`src/rtl/io_bus_arbiter.sv`:
```
// io_bus_arbiter: two-requester round-robin arbiter in front of one
// downstream AXI4-Lite master port. One transaction is outstanding at a time.
// A transaction that gets no done_i within TIMEOUT_CYCLES is closed with err_o
// set and zeroed read data.
module io_bus_arbiter #(
    parameter int TIMEOUT_CYCLES = 255
) (
    input  logic        axi_aclk_i,
    input  logic        axi_aresetn_i,
    input  logic        req0_i,
    input  logic        req1_i,
    input  logic        we0_i,
    input  logic        we1_i,
    input  logic [31:0] addr0_i,
    input  logic [31:0] addr1_i,
    input  logic [31:0] wdata0_i,
    input  logic [31:0] wdata1_i,
    output logic        done0_o,
    output logic        done1_o,
    output logic [31:0] rdata0_o,
    output logic [31:0] rdata1_o,
    output logic        err_o,
    output logic        req_o,
    output logic        we_o,
    output logic [31:0] addr_o,
    output logic [31:0] wdata_o,
    input  logic        done_i,
    input  logic [31:0] rdata_i,
    output logic        busy_o
);

    // The counter has to be able to hold TIMEOUT_CYCLES itself.
    localparam int CNT_W = $clog2(TIMEOUT_CYCLES + 1);

    typedef enum logic [1:0] {
        IDLE = 2'd0,
        BUSY = 2'd1,
        RESP = 2'd2
    } state_t;

    state_t             state_q;
    state_t             state_d;
    logic               any_req;
    logic               grant_sel;
    logic               timeout_hit;
    logic               rr_ptr_q;
    logic               grant_q;
    logic               err_q;
    logic               we_q;
    logic [31:0]        addr_q;
    logic [31:0]        wdata_q;
    logic [31:0]        rdata_q;
    logic [CNT_W-1:0]   cnt_q;

    assign any_req     = req0_i | req1_i;
    // True in the last BUSY cycle allowed before giving up on done_i.
    assign timeout_hit = (cnt_q == CNT_W'(TIMEOUT_CYCLES - 1));

    // Pick a requester: a lone requester always wins, otherwise the pointer decides.
    always_comb begin
        grant_sel = rr_ptr_q;
        if (req0_i && !req1_i) begin
            grant_sel = 1'b0;
        end else if (req1_i && !req0_i) begin
            grant_sel = 1'b1;
        end
    end

    // Next-state logic; done_i is checked before the timeout so a late reply still completes normally.
    always_comb begin
        state_d = state_q;
        case (state_q)
            IDLE: begin
                if (any_req) begin
                    state_d = BUSY;
                end
            end
            BUSY: begin
                if (done_i || timeout_hit) begin
                    state_d = RESP;
                end
            end
            RESP: begin
                state_d = IDLE;
            end
            default: begin
                state_d = IDLE;
            end
        endcase
    end

    // State register.
    always_ff @(posedge axi_aclk_i or negedge axi_aresetn_i) begin
        if (!axi_aresetn_i) begin
            state_q <= IDLE;
        end else begin
            state_q <= state_d;
        end
    end

    // Grant bookkeeping, command latch, timeout counter and response capture.
    always_ff @(posedge axi_aclk_i or negedge axi_aresetn_i) begin
        if (!axi_aresetn_i) begin
            rr_ptr_q <= 1'b0;
            grant_q  <= 1'b0;
            err_q    <= 1'b0;
            we_q     <= 1'b0;
            addr_q   <= '0;
            wdata_q  <= '0;
            rdata_q  <= '0;
            cnt_q    <= '0;
        end else begin
            case (state_q)
                IDLE: begin
                    if (any_req) begin
                        grant_q  <= grant_sel;
                        rr_ptr_q <= ~grant_sel;
                        we_q     <= grant_sel ? we1_i    : we0_i;
                        addr_q   <= grant_sel ? addr1_i  : addr0_i;
                        wdata_q  <= grant_sel ? wdata1_i : wdata0_i;
                        cnt_q    <= '0;
                        err_q    <= 1'b0;
                    end
                end
                BUSY: begin
                    if (done_i) begin
                        rdata_q <= rdata_i;
                        err_q   <= 1'b0;
                    end else begin
                        cnt_q <= cnt_q + CNT_W'(1);
                        if (timeout_hit) begin
                            rdata_q <= '0;
                            err_q   <= 1'b1;
                        end
                    end
                end
                default: begin
                end
            endcase
        end
    end

    assign req_o    = (state_q == BUSY);
    assign busy_o   = (state_q != IDLE);
    assign we_o     = we_q;
    assign addr_o   = addr_q;
    assign wdata_o  = wdata_q;
    assign done0_o  = (state_q == RESP) && !grant_q;
    assign done1_o  = (state_q == RESP) &&  grant_q;
    assign rdata0_o = done0_o ? rdata_q : 32'd0;
    assign rdata1_o = done1_o ? rdata_q : 32'd0;
    assign err_o    = (state_q == RESP) && err_q;

endmodule

```
`config.mk`:
```
export PLATFORM = sky130hd
export DESIGN_NAME = io_bus_arbiter
export DESIGN_NICKNAME = d
export VERILOG_FILES = /design/src/rtl/io_bus_arbiter.sv
export SDC_FILE = /design/constraint.sdc
export NUM_CORES = 1
export LEC_CHECK = 0
export ABC_AREA = 0
export BUFFER_PORTS_ARGS = -buffer_cell sky130_fd_sc_hd__buf_4
export CAP_MARGIN = 20
export CORE_MARGIN = 4
export CORE_UTILIZATION = 45
export CTS_CLUSTER_SIZE = 30
export DETAILED_ROUTE_END_ITERATION = 16
export HOLD_SLACK_MARGIN = 0.02
export MAX_ROUTING_LAYER = met4
export PLACE_DENSITY = 0.81
export SYNTH_ARGS = -nofsm -noshare
export SYNTH_HDL_FRONTEND = slang
export SYNTH_SLANG_ARGS = --single-unit
```
`constraint.sdc`:
```
create_clock -name axi_aclk_i -period 1.7 [get_ports axi_aclk_i]
set_input_delay 0.085 -clock axi_aclk_i [delete_from_list [all_inputs] [get_ports axi_aclk_i]]
set_output_delay 0.085 -clock axi_aclk_i [all_outputs]
set_load 0.05 [all_outputs]
```
==> results of run 1 <==
[cell type report]
type | count | area (um^2)
Clock inverter | 3 | 65.1
Multi-Input combinational cell | 344 | 2650
Sequential cell | 110 | 2750
Inverter | 3 | 11.3
Fill cell | 362 | 866
Clock buffer | 13 | 270
Timing Repair Buffer | 518 | 5160
Tap cell | 147 | 184
Antenna cell | 4 | 10.0
[critical path, stage by stage, from the launching register on]
cell and delay (ns):
dfrtp_1 0.40, buf_6 0.14, buf_4 0.15, nor2_4 0.26, and3_4 0.43, clkbuf_16 0.25
a221o_1 0.20
[cells in the mapped netlist, drive strengths merged]
cell / number / area (um^2)
or3b: 1 / 8.76
nor3: 1 / 5.00
or2: 1 / 6.26
nor4: 1 / 12.5
a21oi: 2 / 10.0
o21a: 1 / 7.51
and3b: 3 / 26.3
dfrtp: 110 / 2750
or3: 1 / 6.26
ha: 2 / 25.0
or4: 1 / 7.51
nor2: 6 / 22.5
and2: 64 / 400
nand2b: 34 / 213
or4bb: 1 / 11.3
a21boi: 65 / 488
mux2i: 2 / 20.0
a2111o: 1 / 11.3
inv: 3 / 11.3
nand3: 3 / 15.0
o221ai: 1 / 8.76
o22a: 1 / 8.76
buf: 17 / 85.1
clkbuf: 33 / 124
a22oi: 32 / 240
o21ai: 39 / 195
nand4: 1 / 6.26
and3: 2 / 12.5
a21o: 3 / 22.5
a221o: 65 / 651
o31ai: 1 / 7.51
xor2: 1 / 8.76
nand2: 5 / 18.8
nor3b: 1 / 7.51
o211ai: 2 / 15.0
[cells by family after synthesis]
kind of cell | synth area share
AO/OA/AOI/OAI | 0.304
XOR/XNOR | 0.00160
adder cells (fa/ha/maj) | 0.00457
buffers and inverters | 0.0402
flip-flops | 0.503
multiplexers | 0.00366
AND/OR/NAND/NOR | 0.142
[registers in the layout, indices dropped and copies added (netlist names)]
| name | flops |
|---|---|
| state_q | 2 |
| cnt_q | 8 |
| we_o | 1 |
| addr_o | 32 |
| err_q | 1 |
| rr_ptr_q | 1 |
| rdata_q | 32 |
| grant_q | 1 |
| wdata_o | 32 |
[how the worst min path moves through the flow]
stage / slack [ns] / depth (start not counted) / endpoint
global placement: 0.20 / 2 / rdata_q[7]$_DFFE_PN0P_
global route: 0.23 / 4 / cnt_q[5]$_DFFE_PN0P_
CTS: 0.18 / 4 / cnt_q[4]$_DFFE_PN0P_
detailed placement: 0.22 / 2 / rdata_q[7]$_DFFE_PN0P_
floorplan: -0.21 / 0 / addr_o[0]$_DFFE_PN0P_
finish: 0.21 / 4 / cnt_q[5]$_DFFE_PN0P_
[power groups by stage]
stage	combinational (mW)	clock, mW	sequential [mW]
after floorplan	3.72	0	7.09
after global placement	9.07	0	4.65
after detailed placement	9.34	0	4.68
after CTS	10.1	2.35	4.70
after global routing	12.4	2.51	5.07
final	12.2	2.42	5.01
[what timing repair did]
action	4_1_cts	5_1_grt
hold buffers	163	0
hold endpoints to repair	207	0
cloned	2	18
pin swaps	1	38
buffers inserted	6	9
endpoints found under the setup margin	65	102
resized for setup	105	82
[per-layer routing]
metal  track usage  up-vias
li1              -     2866
met1         0.425     3611
met2         0.607      718
met3        0.0708      197
met4         0.192        0
met5             -        -
==> metrics.cfg, run 1 <==
[die]
die_w_um = 118
ios = 301
die_h_um = 118
core_um2 = 12000
initial_core_util = 0.457
row_count = 40
dieArea_um2 = 14000

[layout]
finish.instance_area_um2 = 11100
instances_no_fill = 1142
drive_above_1_share = 0.428
synthToLayoutAreaGrowth_pct = 103
layout_common_cells = buf_4, dlygate4sd3_1, dfrtp_1
final_common_cell = buf_4
finish.net_count = 1155
utilization = 0.928

[timing]
setup_viol = 132
finalClockSkew_ns = 0.00840
min_period_ns = 1.90
worst_pin_slew_ns = 0.611
holdWs_ns = 0.211
final_max_slew_viol_count = 0
fmax_mhz = 526
max_slew_margin = 0.592
post-route-period-util = 1.12
rsz0062_at_grt = true
finalSetupTns_ns = -12.04
finalHoldViolations = 0
setup_ws_ns = -0.202

[placed_design]
placed_cell_area_um2 = 8000
dp_hpwl_mm = 13.6
portBuffers = 300
gp_congestion = 0.868
place_worst_setup_slack_ns = 0.100
dp_cells = 925

[setup_path]
critPathArrivalTime_ns = 2.17
worstRegToRegCells = 6
critPathRequiredTime_ns = 1.97
worstPathMaxFanout = 16
crit_path_start = state_q[0]$_DFFE_PN0P_
reg2reg_slack_ns = -0.20
worstSetupStartpointType = flop
crit_path_end_kind = flop
crit_type = reg2reg
r2r-start = state_q[0]$_DFFE_PN0P_
cp-endpoint = wdata_o[8]$_DFFE_PN0P_
timing.rr.end = wdata_o[8]$_DFFE_PN0P_

[pwr]
power_mw = 19.6
pwr-share-comb = 0.620
clkPwrFrac = 0.124
p_leak_nw = 5.16
p_sw_frac = 0.483
powerDensity_nw_per_um2 = 1760
p_sw_mw = 9.45
p_seq_frac = 0.256
internal_power_mw = 10.1
ir_worst_vdd_mv = 1.38

[detailed_routing]
wl_met2_mm = 15.2
finalWirelength_mm = 31.3
top_layer = met4
dr.pass1.iters = 5
route.detailed.wl_per_inst_um = 27.4
routed-wl-met3_mm = 3.01
drc_errors = 0
drt-met1-wl_mm = 10.8
vias_per_cell = 6.47
num_vias = 7392
final_antenna_net_count = 0
drt-initial-drc-count = 997

[synthesis]
ys_ff_latch = 110
postSynthCellCount = 507
yosys_warnings = 0
avgSynthCellArea_um2 = 10.8
synth.cell_area_um2 = 5470
syn_nets = 676
synth.yosys.seq_area_share = 0.503
ys_types = 35

[job]
cap_violations = 0

[clocking]
cts_max_path_buffers = 2
cts.sinks = 110
clock_latency_ns = 0.35
cts_buffers = 9
cts_tree = yes
cts_htree_levels = 3
clk_transition_reported_paths_ns = 0.07
cts.root.buffer_cell = clkbuf_16

[worst_hold_path]
min_from = done_i
hp-class = in2reg

[global_route]
track_usage = 0.367
antenna_found_initial = 4
grt_first_pass_wirelength_mm = 39.8
grt_overflow = 0
grt_pass1_vias = 7212
grt_max_degree = 111

[outcome]
violations = negative setup slack
status = finished with violations

No activity file was read; power rests on OpenSTA's default activity.
==> run 2: changes to the inputs <==
--- a/config.mk
+++ b/config.mk
@@ -8,10 +8,10 @@
 export ABC_AREA = 0
 export BUFFER_PORTS_ARGS = -buffer_cell sky130_fd_sc_hd__buf_4
 export CAP_MARGIN = 20
-export CORE_MARGIN = 4
-export CORE_UTILIZATION = 45
+export CORE_AREA = 4 4 115 117
 export CTS_CLUSTER_SIZE = 30
 export DETAILED_ROUTE_END_ITERATION = 16
+export DIE_AREA = 0 0 119 121
 export HOLD_SLACK_MARGIN = 0.02
 export MAX_ROUTING_LAYER = met4
 export PLACE_DENSITY = 0.81
==> constraint.sdc (replaced) <==
create_clock -name axi_aclk_i -period 2.3 [get_ports axi_aclk_i]
set_input_delay 0.115 -clock axi_aclk_i [delete_from_list [all_inputs] [get_ports axi_aclk_i]]
set_output_delay 0.115 -clock axi_aclk_i [all_outputs]
set_load 0.05 [all_outputs]
==> metrics.cfg, run 2 (synthesis results as in run 1) <==
[outcome]
status = finished clean

[layout]
instances_no_fill = 1113  ; -2.5%
final_common_cell = buf_4
finish.net_count = 1104  ; -4.4%
regArea_um2 = 2750  ; unchanged
synthToLayoutAreaGrowth_pct = 79.3
filler_cell_count = 703  ; +94%
drive_above_1_share = 0.355  ; -0.0725
multi_input_area_um2 = 2520  ; -4.9%
layout_common_cells = buf_4, dlygate4sd3_1, dfrtp_1

[timing]
max_slew_margin = 0.642  ; +0.0494
finalHoldViolations = 0  ; unchanged
min_period_ns = 2.20  ; +0.295 ns
finalClockSkew_ns = 0.0123  ; +0.00386 ns
rsz0062_at_grt = false
final_max_slew_viol_count = 0  ; unchanged
setup_viol = 0  ; -100%
post-route-period-util = 0.955  ; -0.164
worst_pin_slew_ns = 0.537  ; -0.0741 ns
holdWs_ns = 0.0266  ; -0.184 ns
fmax_mhz = 455  ; -13%
finalSetupTns_ns = 0  ; +12.04 ns

[die]
ios = 301  ; unchanged
die_w_um = 119  ; +0.62%
die_h_um = 121  ; +2.3%
row_count = 41  ; +2.5%
dieArea_um2 = 14400  ; +2.9%
core_um2 = 12400  ; +3.4%
initial_core_util = 0.443  ; -0.0149

[detailed_routing]
finalWirelength_mm = 22.1  ; -29%
drt-initial-drc-count = 475  ; -52%
final_antenna_net_count = 0  ; unchanged
route.detailed.wl_per_inst_um = 19.9  ; -28%
vias_per_cell = 5.59  ; -14%
num_vias = 6225  ; -16%
drc_errors = 0  ; unchanged
dr.pass1.iters = 5  ; unchanged

[pwr]
p_sw_frac = 0.460  ; -0.0224
powerDensity_nw_per_um2 = 1370  ; -22%
pwr-share-comb = 0.598  ; -0.022
p_leak_nw = 4.68  ; -9.2%
clkPwrFrac = 0.135  ; +0.011
ir_worst_vdd_mv = 1.25  ; -9.5%
p_sw_mw = 6.18  ; -35%
p_seq_frac = 0.266  ; +0.010
internal_power_mw = 7.25  ; -28%

[setup_path]
worstPathMaxFanout = 63  ; +47
r2r-start = state_q[0]$_DFFE_PN0P_
crit_type = reg2reg
critPathRequiredTime_ns = 2.52  ; +0.55 ns
critPathArrivalTime_ns = 2.42  ; +0.25 ns
crit_path_end_kind = flop
timing.rr.end = addr_o[13]$_DFFE_PN0P_
worstSetupStartpointType = flop
reg2reg_slack_ns = 0.10  ; +0.31 ns
worstRegToRegCells = 5  ; -1

[global_route]
grt_pass1_vias = 6512  ; -9.7%
grt_overflow = 0  ; unchanged
track_usage = 0.309  ; -0.0577
grt_max_degree = 70  ; -37%
grt_first_pass_wirelength_mm = 34.4  ; -13%
antenna_found_initial = 1  ; -3

[clocking]
cts_tree = yes
cts.sinks = 110  ; unchanged
cts_setup_buffers = 0  ; -6
clock_latency_ns = 0.35  ; about the same
cts_buffers = 9  ; unchanged
clk_transition_reported_paths_ns = 0.08  ; about the same
cts.root.buffer_cell = clkbuf_16
cts_max_path_buffers = 2  ; unchanged
cts_htree_levels = 3  ; unchanged

[worst_hold_path]
hp-class = in2reg
min_from = rdata_i[30]
hold_depth = 3  ; -1
holdPathEnd = rdata_q[30]$_DFFE_PN0P_

[placed_design]
dp_hpwl_mm = 13.0  ; -4.3%
gp_congestion = 0.914  ; +5.3%
dp_cells = 939  ; +1.5%
portBuffers = 300  ; unchanged

[job]
cap_violations = 0  ; unchanged

## run 2: power by group through the flow
stage / Combinational, mW / Sequential, mW / Clock (mW)
5_1_grt: 8.43 / 3.69 / 1.92
4_1_cts: 7.75 / 3.50 / 1.82
3_5_place_dp: 6.70 / 3.50 / 0
3_3_place_gp: 6.50 / 3.46 / 0
6_report: 8.04 / 3.58 / 1.82
2_1_floorplan: 2.74 / 5.24 / 0
## run 2: how the worst max path moves through the flow
stage | start | to | slack (ns) | depth (start not counted)
final | state_q[0]$_DFFE_PN0P_ | addr_o[13]$_DFFE_PN0P_ | 0.10 | 5
after global routing | state_q[1]$_DFFE_PN0P_ | addr_o[13]$_DFFE_PN0P_ | 0.004 | 5
after global placement | state_q[1]$_DFFE_PN0P_ | rdata_q[15]$_DFFE_PN0P_ | 0.53 | 3
after detailed placement | state_q[0]$_DFFE_PN0P_ | rdata_q[27]$_DFFE_PN0P_ | 0.37 | 3
after floorplan | state_q[0]$_DFFE_PN0P_ | rdata0_o[22] | 0.25 | 3
after CTS | state_q[1]$_DFFE_PN0P_ | addr_o[2]$_DFFE_PN0P_ | 0.05 | 5
## run 2: final cells by class
cell class	count	share of cell area
sequential	110	0.281
tap	172	0.0219
timing repair buffer	467	0.404
multi-input combinational	344	0.256
clock buffer	10	0.0233
clock inverter	6	0.0119
inverter	3	0.00115
antenna	1	0.000255
## run 2: metrics by stage
step | cell area, um^2 | setup slack, ns | utilization | power (mW)
floorplan | 5470 | 0.249 | - | 7.98
global placement | 7860 | 0.527 | 0.636 | 9.97
detailed placement | 7860 | 0.365 | 0.636 | 10.2
CTS | 9740 | 0.0488 | 0.788 | 13.1
global route | 9810 | 0.00447 | 0.794 | 14.0
finish | 9810 | 0.103 | 0.794 | 13.4
## run 2: timing repair
action	in CTS	in global routing
hold buffers	153	2
endpoints found under the hold margin	126	1
endpoints found under the setup margin	0	42
resized for setup	0	1
## run 2: per-layer routing
layer | up-vias | share of wire | track usage
li1 | 2752 | - | -
met1 | 3009 | 0.38 | 0.355
met2 | 374 | 0.50 | 0.510
met3 | 90 | 0.074 | 0.0643
met4 | 0 | 0.052 | 0.169
met5 | - | 0 | -
## run 2: worst max-delay path: stages (launching register included)
cell,delay [ns]
dfrtp_1,0.52
nor2_4,0.07
and3_2,0.26
buf_12,0.20
a221o_1,0.39
dlygate4sd3_1,0.59
